[src/rtl/seq_chunk_adder_if.sv]
// Ready/valid request/response bundle for seq_chunk_adder.
// The master drives operands and accepts results; the slave is the sequencer.
interface seq_chunk_adder_if #(
  parameter int width = 128
);
  logic             in_valid;
  logic             in_ready;
  logic [width-1:0] a;
  logic [width-1:0] b;
  logic             cin;
  logic             sub;
  logic             out_valid;
  logic             out_ready;
  logic [width-1:0] s;
  logic             cout;
  logic             busy;

  modport master (
    output in_valid, a, b, cin, sub, out_ready,
    input  in_ready, out_valid, s, cout, busy
  );

  modport slave (
    input  in_valid, a, b, cin, sub, out_ready,
    output in_ready, out_valid, s, cout, busy
  );
endinterface

[src/rtl/seq_chunk_adder.sv]
// Wide add/subtract built by time-multiplexing one chunk-wide ripple adder,
// least-significant slice first, with the carry registered between slices.
module seq_chunk_adder #(
  parameter int width = 128,
  parameter int chunk = 32
) (
  input  logic              clock,
  input  logic              reset,
  seq_chunk_adder_if.slave  bus
);
  localparam int n  = width / chunk;
  localparam int iw = (n > 1) ? $clog2(n) : 1;
  localparam logic [iw-1:0] last_idx = iw'(n - 1);

  typedef enum logic [1:0] {IDLE, ADD, DONE} state_t;

  state_t           state;
  logic [width-1:0] opa;
  logic [width-1:0] opb;
  logic [width-1:0] res;
  logic             carry;
  logic [iw-1:0]    idx;

  logic             in_ready_q;
  logic             out_valid_q;
  logic             busy_q;
  logic [width-1:0] s_q;
  logic             cout_q;

  logic [chunk-1:0] slice_a;
  logic [chunk-1:0] slice_b;
  logic [chunk-1:0] slice_r;
  logic             slice_c;
  logic [width-1:0] res_next;

  // NOTE: every output of this block gets a default first, so no path leaves a latch.
  always_comb begin
    slice_a  = opa[int'(idx)*chunk +: chunk];
    slice_b  = opb[int'(idx)*chunk +: chunk];
    {slice_c, slice_r} = {1'b0, slice_a} + {1'b0, slice_b} + {{chunk{1'b0}}, carry};
    res_next = res;
    res_next[int'(idx)*chunk +: chunk] = slice_r;
  end

  always_ff @(posedge clock) begin
    // NOTE: state updates are non-blocking so every register sees pre-edge values.
    if (!reset) begin
      state       <= IDLE;
      in_ready_q  <= 1'b1;
      out_valid_q <= 1'b0;
      busy_q      <= 1'b0;
      s_q         <= '0;
      cout_q      <= 1'b0;
      // NOTE: the wide operand/result registers are cleared too, so a dropped
      // operation leaves nothing behind for the next one.
      opa         <= '0;
      opb         <= '0;
      res         <= '0;
      carry       <= 1'b0;
      idx         <= '0;
    end else begin
      case (state)
        IDLE: begin
          if (bus.in_valid) begin
            opa        <= bus.a;
            opb        <= bus.sub ? ~bus.b : bus.b;
            carry      <= bus.sub | bus.cin;
            idx        <= '0;
            in_ready_q <= 1'b0;
            busy_q     <= 1'b1;
            state      <= ADD;
          end
        end
        ADD: begin
          res   <= res_next;
          carry <= slice_c;
          // The visible result only changes once the top slice is done.
          if (idx == last_idx) begin
            s_q         <= res_next;
            cout_q      <= slice_c;
            out_valid_q <= 1'b1;
            state       <= DONE;
          end else begin
            idx <= idx + 1'b1;
          end
        end
        DONE: begin
          if (bus.out_ready) begin
            out_valid_q <= 1'b0;
            busy_q      <= 1'b0;
            in_ready_q  <= 1'b1;
            state       <= IDLE;
          end
        end
        default: state <= IDLE;
      endcase
    end
  end

  assign bus.in_ready  = in_ready_q;
  assign bus.out_valid = out_valid_q;
  assign bus.busy      = busy_q;
  assign bus.s         = s_q;
  assign bus.cout      = cout_q;
endmodule
[src/flat_wrapper.sv]
// flat-port wrapper written by rule: the top's interface ports become plain ports
module seq_chunk_adder_flat 
#(
  parameter int width = 128,
  parameter int chunk = 32
)
  (clock, reset, bus_in_valid, bus_a, bus_b, bus_cin, bus_sub, bus_out_ready, bus_in_ready, bus_out_valid, bus_s, bus_cout, bus_busy);
  seq_chunk_adder_if #(.width(width)) bus_i ();
  input  logic clock;
  input  logic reset;
  input wire logic [$bits(bus_i.in_valid)-1:0] bus_in_valid;
  input wire logic [$bits(bus_i.a)-1:0] bus_a;
  input wire logic [$bits(bus_i.b)-1:0] bus_b;
  input wire logic [$bits(bus_i.cin)-1:0] bus_cin;
  input wire logic [$bits(bus_i.sub)-1:0] bus_sub;
  input wire logic [$bits(bus_i.out_ready)-1:0] bus_out_ready;
  output wire logic [$bits(bus_i.in_ready)-1:0] bus_in_ready;
  output wire logic [$bits(bus_i.out_valid)-1:0] bus_out_valid;
  output wire logic [$bits(bus_i.s)-1:0] bus_s;
  output wire logic [$bits(bus_i.cout)-1:0] bus_cout;
  output wire logic [$bits(bus_i.busy)-1:0] bus_busy;
  assign bus_i.in_valid = bus_in_valid;
  assign bus_i.a = bus_a;
  assign bus_i.b = bus_b;
  assign bus_i.cin = bus_cin;
  assign bus_i.sub = bus_sub;
  assign bus_i.out_ready = bus_out_ready;
  assign bus_in_ready = bus_i.in_ready;
  assign bus_out_valid = bus_i.out_valid;
  assign bus_s = bus_i.s;
  assign bus_cout = bus_i.cout;
  assign bus_busy = bus_i.busy;
  seq_chunk_adder #(.width(width), .chunk(chunk)) u_core (.clock(clock), .reset(reset), .bus(bus_i));
endmodule
[config.mk]
export PLATFORM = sky130hd
export DESIGN_NAME = seq_chunk_adder_flat
export DESIGN_NICKNAME = d
export VERILOG_FILES = /design/src/rtl/seq_chunk_adder_if.sv /design/src/rtl/seq_chunk_adder.sv /design/src/flat_wrapper.sv
export SDC_FILE = /design/constraint.sdc
export NUM_CORES = 1
export LEC_CHECK = 0
export BUFFER_PORTS_ARGS = -buffer_cell sky130_fd_sc_hd__clkbuf_2
export CAP_MARGIN = 20
export CORE_MARGIN = 1
export CORE_UTILIZATION = 45
export CTS_BUF_LIST = sky130_fd_sc_hd__clkbuf_8
export CTS_CLUSTER_DIAMETER = 120
export DETAILED_ROUTE_END_ITERATION = 8
export GPL_TIMING_DRIVEN = 0
export PLACE_DENSITY_LB_ADDON = 0.25
export SYNTH_ARGS = -nofsm -noshare
export SYNTH_HDL_FRONTEND = slang
export SYNTH_SLANG_ARGS = --single-unit
[constraint.sdc]
create_clock -name clock -period 6.4 [get_ports clock]
set_input_delay 0.64 -clock clock [delete_from_list [all_inputs] [get_ports clock]]
set_output_delay 0.64 -clock clock [all_outputs]
set_load 0.005 [all_outputs]
; Word level (Yosys, flattened, before mapping)
; Cells that the tools add are included.
[op_classes]
addsub = 4
n_eq_ne = 7
n_shift = 4
muxes = 19
bitwise_logic = 2
reduce_logical = 11
[ops]
columns = operator, n
row1 = indexed part select 128 x 8 -> 32 bit, 2
row2 = bitwise mux 128 bit, 1
row3 = 2-to-1 mux 128 bit, 1
row4 = inverter 128 bit, 1
row5 = "variable shift 32 x 33 -> 128 bit, first input constant", 1
row6 = indexed part select 32 x 33 -> 128 bit, 1
row7 = adder 32 x 32 -> 33 bit, 1
row8 = adder 33 x 1 -> 33 bit, 1
row9 = negator 7 -> 33 bit, 1
row10 = AND reduction 3 bit, 4
row11 = 2-to-1 mux 2 bit, 5
row12 = case mux 1 bit (2 select lines), 4
row13 = 2-to-1 mux 1 bit, 6
row14 = "inequality test 2 bit, second input constant", 3
row15 = case mux 2 bit (3 select lines), 1
row16 = AND reduction 2 bit, 3
row17 = nonzero test 2 bit, 3
row18 = "equality test 2 bit, second input constant", 2
row19 = case mux 2 bit (2 select lines), 1
row20 = "adder 2 x 1 -> 2 bit, second input constant", 1
row21 = "equality test 2 x 1 -> 1 bit, second input constant", 1
row22 = logical NOT 2 bit, 1
row23 = "inequality test 2 x 1 -> 1 bit, second input constant", 1
row24 = OR 1 bit, 1
[totals]
register_bits = 521
output_inout_bits = 132
word_cells = 58

; Longest topological paths before layout
[logic_depth]
depth_word = 5
mapped_depth = 14
ltp_nobuf = 11

; Worst setup path before layout
; Ideal clock, no wire load.
[synth_path]
path_type = reg2reg
from = register u_core.idx[0]
to = register u_core.s_q[114], in the netlist u_core.bus.s[114]
setup_ns = 0.075
arrival_time_ns = 3.599
required_time_ns = 6.325
slack_ns = 2.726
path_stages_with_launch = 14
synth_period_minus_slack_ns = 3.674
path_cell_list = dfxtp_1 > buf_2 > buf_2 > mux4_2 > fa_1 > fa_1 > a21oi_1 > o211ai_2 > a21oi_4 > o21bai_2 > a311oi_2 > xnor2_2 > nand2_1 > o22ai_1
[synth_via]
elab_chain_cells = 5
word_cells_on_any_way = 10
[synth_lines]
columns = item, line
row1 = "start, declared", seq_chunk_adder.sv:22  ; logic [iw-1:0] idx;
row2 = "start signal, assigned", seq_chunk_adder.sv:84  ; idx <= idx + 1'b1;
row3 = "indexed part select 128 x 8 -> 32 bit, on equally long branches", "seq_chunk_adder.sv:38, seq_chunk_adder.sv:39"
row4 = adder 32 x 32 -> 33 bit, seq_chunk_adder.sv:40  ; {slice_c, slice_r} = {1'b0, slice_a} + {1'b0, slice_b} + {{chunk{1'b0}}, carry};
row5 = adder 33 x 1 -> 33 bit, seq_chunk_adder.sv:40
row6 = indexed part select 32 x 33 -> 128 bit, seq_chunk_adder.sv:42  ; res_next[int'(idx)*chunk +: chunk] = slice_r;
row7 = bitwise mux 128 bit, seq_chunk_adder.sv:42
row8 = "end signal, assigned", seq_chunk_adder.sv:79  ; s_q <= res_next;
row9 = "end, declared", seq_chunk_adder.sv:27  ; logic [width-1:0] s_q;
; Several ways; a longest one is shown, not always the timed one.
; A chain may end at the register's enable or synchronous reset.

; Worst setup path after layout
[layout_path]
from = register u_core.idx[1]
to = register u_core.s_q[83], in the netlist u_core.bus.s[83]
; Same word-level chain as after synthesis.

==> impl_metrics.ini <==
[power_and_ir_drop]
p_per_area_nw_per_um2 = 282
vdd_ir_drop_max_v = 0.000128
total_power_mw = 7.79
p_leak_nw = 11.0

[place]
place_ws_ns = 1.47
dpl_cell_area_sq_um = 25800
gp_routability_congestion = 0.954
dp_hpwl_microns = 67000
port_buffers = 393
place_inst = 3631

[yosys]
synth.largest_area_cell = dfxtp_1
netlist_area_sq_um = 23000
ys_seq_elements = 521
synth-edff-count = 0
avgSynthCellArea_sq_um = 8.98
synth.distinct_cells = 71
yosys.area.top_type_share = 0.453
synth_nets = 2867
synthArstFlopShare = 0
postSynthCellCount = 2566
yosysWarnings = 0
ys_seq_area_frac = 0.453
synth_most_common_cell = dfxtp_1
yosys-top-cells-count = dfxtp_1, nand2_1, nor2_1, a21oi_1, clkbuf_1
ys_top_cells_by_area = dfxtp_1, mux4_2, nand2_1, a211oi_1, xnor2_1
synthFlopType = dfxtp_1

[timing]
rsz0062_at_grt = false
worst-slew-pin-transition_ns = 1.21
hold_viol_final = 0
period_needed_ns = 4.99
fmax_mhz = 200
finalWorstSetupSlack_ns = 1.41
fin_crit_sh = 0.780
skew_ns = 0.0302
setup_tns_ns = 0
slew_headroom = 0.187
final-setup-viol-count = 0
slew_viol_final = 0

[drt]
postRouteAntennaNets = 0
drt-initial-drc-count = 1841
via_per_inst = 5.79
drcViolationCount = 0
routed_wl_microns = 85500
wl_per_cell_microns = 22.6
vias = 21900
firstDrtPassIters = 6

[final_layout]
final_layout_size_suffix_gt1_frac = 0.208
fin_cells = 3786
final_nets = 3352
fillers = 4716
final_cell_area_sq_um = 27700
syn2layout_area_growth_pct = 20.1

[global_route]
antenna_found_initial = 2
grt_max_degree = 12
grt_pass1_vias = 21700
overflow = 0
grt_pass1_wl_microns = 128000
track_usage = 0.322

[hold_path]
hold_class = input port to register

[setup_path]
startpoint_type = register
cp_max_fo = 10
path_class = register to register
worstSetupEndpointType = register
crit_required_ns = 7.01
arrival_ns = 5.61

[clock_network]
postCtsHoldBufs = 0
cts_setup_buffers = 0
cts.sinks = 521
numCtsBuffers = 85
insertion_delay_ns = 0.70
htreeDepth = 3
clockBufferDepth = 3
path_clk_slew_ns = 0.06
ctsResizeCount = 0
cts_tree = yes
root_buffer = clkbuf_8

[floorplan]
fp-row-count = 82
die_w_microns = 228
num_io_pins = 394
die-area_sq_um = 52100
start_util = 0.457
die_h_microns = 228
core_sq_um = 50400

[run]
cap_violations = 0

[run_status]
status = finished clean
metrics by stage:
stage,util,hold slack (ns)
2_1_floorplan,-,0.417
3_3_place_gp,0.513,0.433
3_5_place_dp,0.513,0.442
4_1_cts,0.548,0.138
5_1_grt,0.549,0.142
6_report,0.549,0.176
report_power, final:
part,leakage (nW),internal (mW),switching [mW],total [mW]
clock,0.997,1.66,1.36,3.02
combinational,5.77,0.434,0.852,1.29
sequential,4.25,3.40,0.0858,3.48
total,11.0,5.50,2.30,7.79
worst max-delay path, cell delays in order, from the launching register on:
cell	delay (ns)
dfxtp_1	0.53
clkbuf_1	0.64
clkbuf_1	0.59
mux4_2	0.46
ha_1	0.42
a21oi_1	0.22
nand2_1	0.12
o21ai_1	0.23
and2_1	0.27
nand2_1	0.10
xor2_1	0.88
a221oi_1	0.29
nor2_1	0.16
cell families after synthesis:
family                     Yosys count  synth area share
AOI/OAI and AO/OA                  780             0.227
muxes                               66            0.0634
buffers and inverters              240            0.0406
and+or+nand+nor                    764             0.133
DFF                                521             0.453
xor gates and xnor gates           156            0.0613
adders and majority gates           39            0.0218
final cells by class:
type	count	area [sq um]	share of cell area
antenna	1	2.50	0.0000905
buffer	224	875	0.0316
clock buffer	111	1530	0.0552
clock inverter	38	244	0.00882
inverter	16	60.1	0.00217
multi-input combinational	1805	11700	0.422
sequential	521	10400	0.377
tap	672	841	0.0304
timing repair buffer	398	2000	0.0725
registers in the layout (all words and copies together), names as in the netlist, 2 cells and up:
name	flops
u_core.bus.s	128
u_core.opa	128
u_core.opb	128
u_core.res	128
u_core.idx	2
u_core.state	2
cells in the final DEF, fill, tap and decap left out, drive strengths merged, types with 3 or more instances in the layout:
cell type  instances
a21o              24
and2               3
buf               53
a32oi              8
or3                4
o31ai              4
dfxtp            521
a22oi             71
nand2b             5
nand2            348
clkinvlp           5
and3               8
o22ai              6
clkinv             3
nor2b              7
nor4               3
xnor2            148
o221ai             6
bufinv             3
a221oi            72
nor3              29
a22o              26
a21oi            224
a211oi           174
o21a               3
nor2             327
clkbuf           680
nand4              7
a32o               3
inv               43
nand3             19
o21ai            137
ha                37
a311oi             5
xor2               8
a31oi              4
o21bai             3
mux4              64
metal layers:
metal  track usage  routed length (microns)  vias up
li1              -                        -    10200
met3        0.0579                     6180      210
met2         0.553                    41500     1037
met5             0                       13        -
met1         0.392                    34100    10500
met4         0.145                     3730        2
final timing paths:
check,slack [ns],endpoint,depth (start not counted),from
setup / recovery,1.41,u_core.bus.s[83]$_SDFFE_PN0P_,12,u_core.idx[1]$_SDFFE_PN0P_
hold / removal,0.18,u_core.opa[55]$_SDFFE_PN0P_,3,bus_a[55]
setup reg to reg,1.41,u_core.bus.s[83]$_SDFFE_PN0P_,12,u_core.idx[1]$_SDFFE_PN0P_
hold reg to reg,0.45,u_core.res[61]$_SDFFE_PN0P_,2,u_core.res[61]$_SDFFE_PN0P_
No activity file was read; power rests on OpenSTA's default activity.
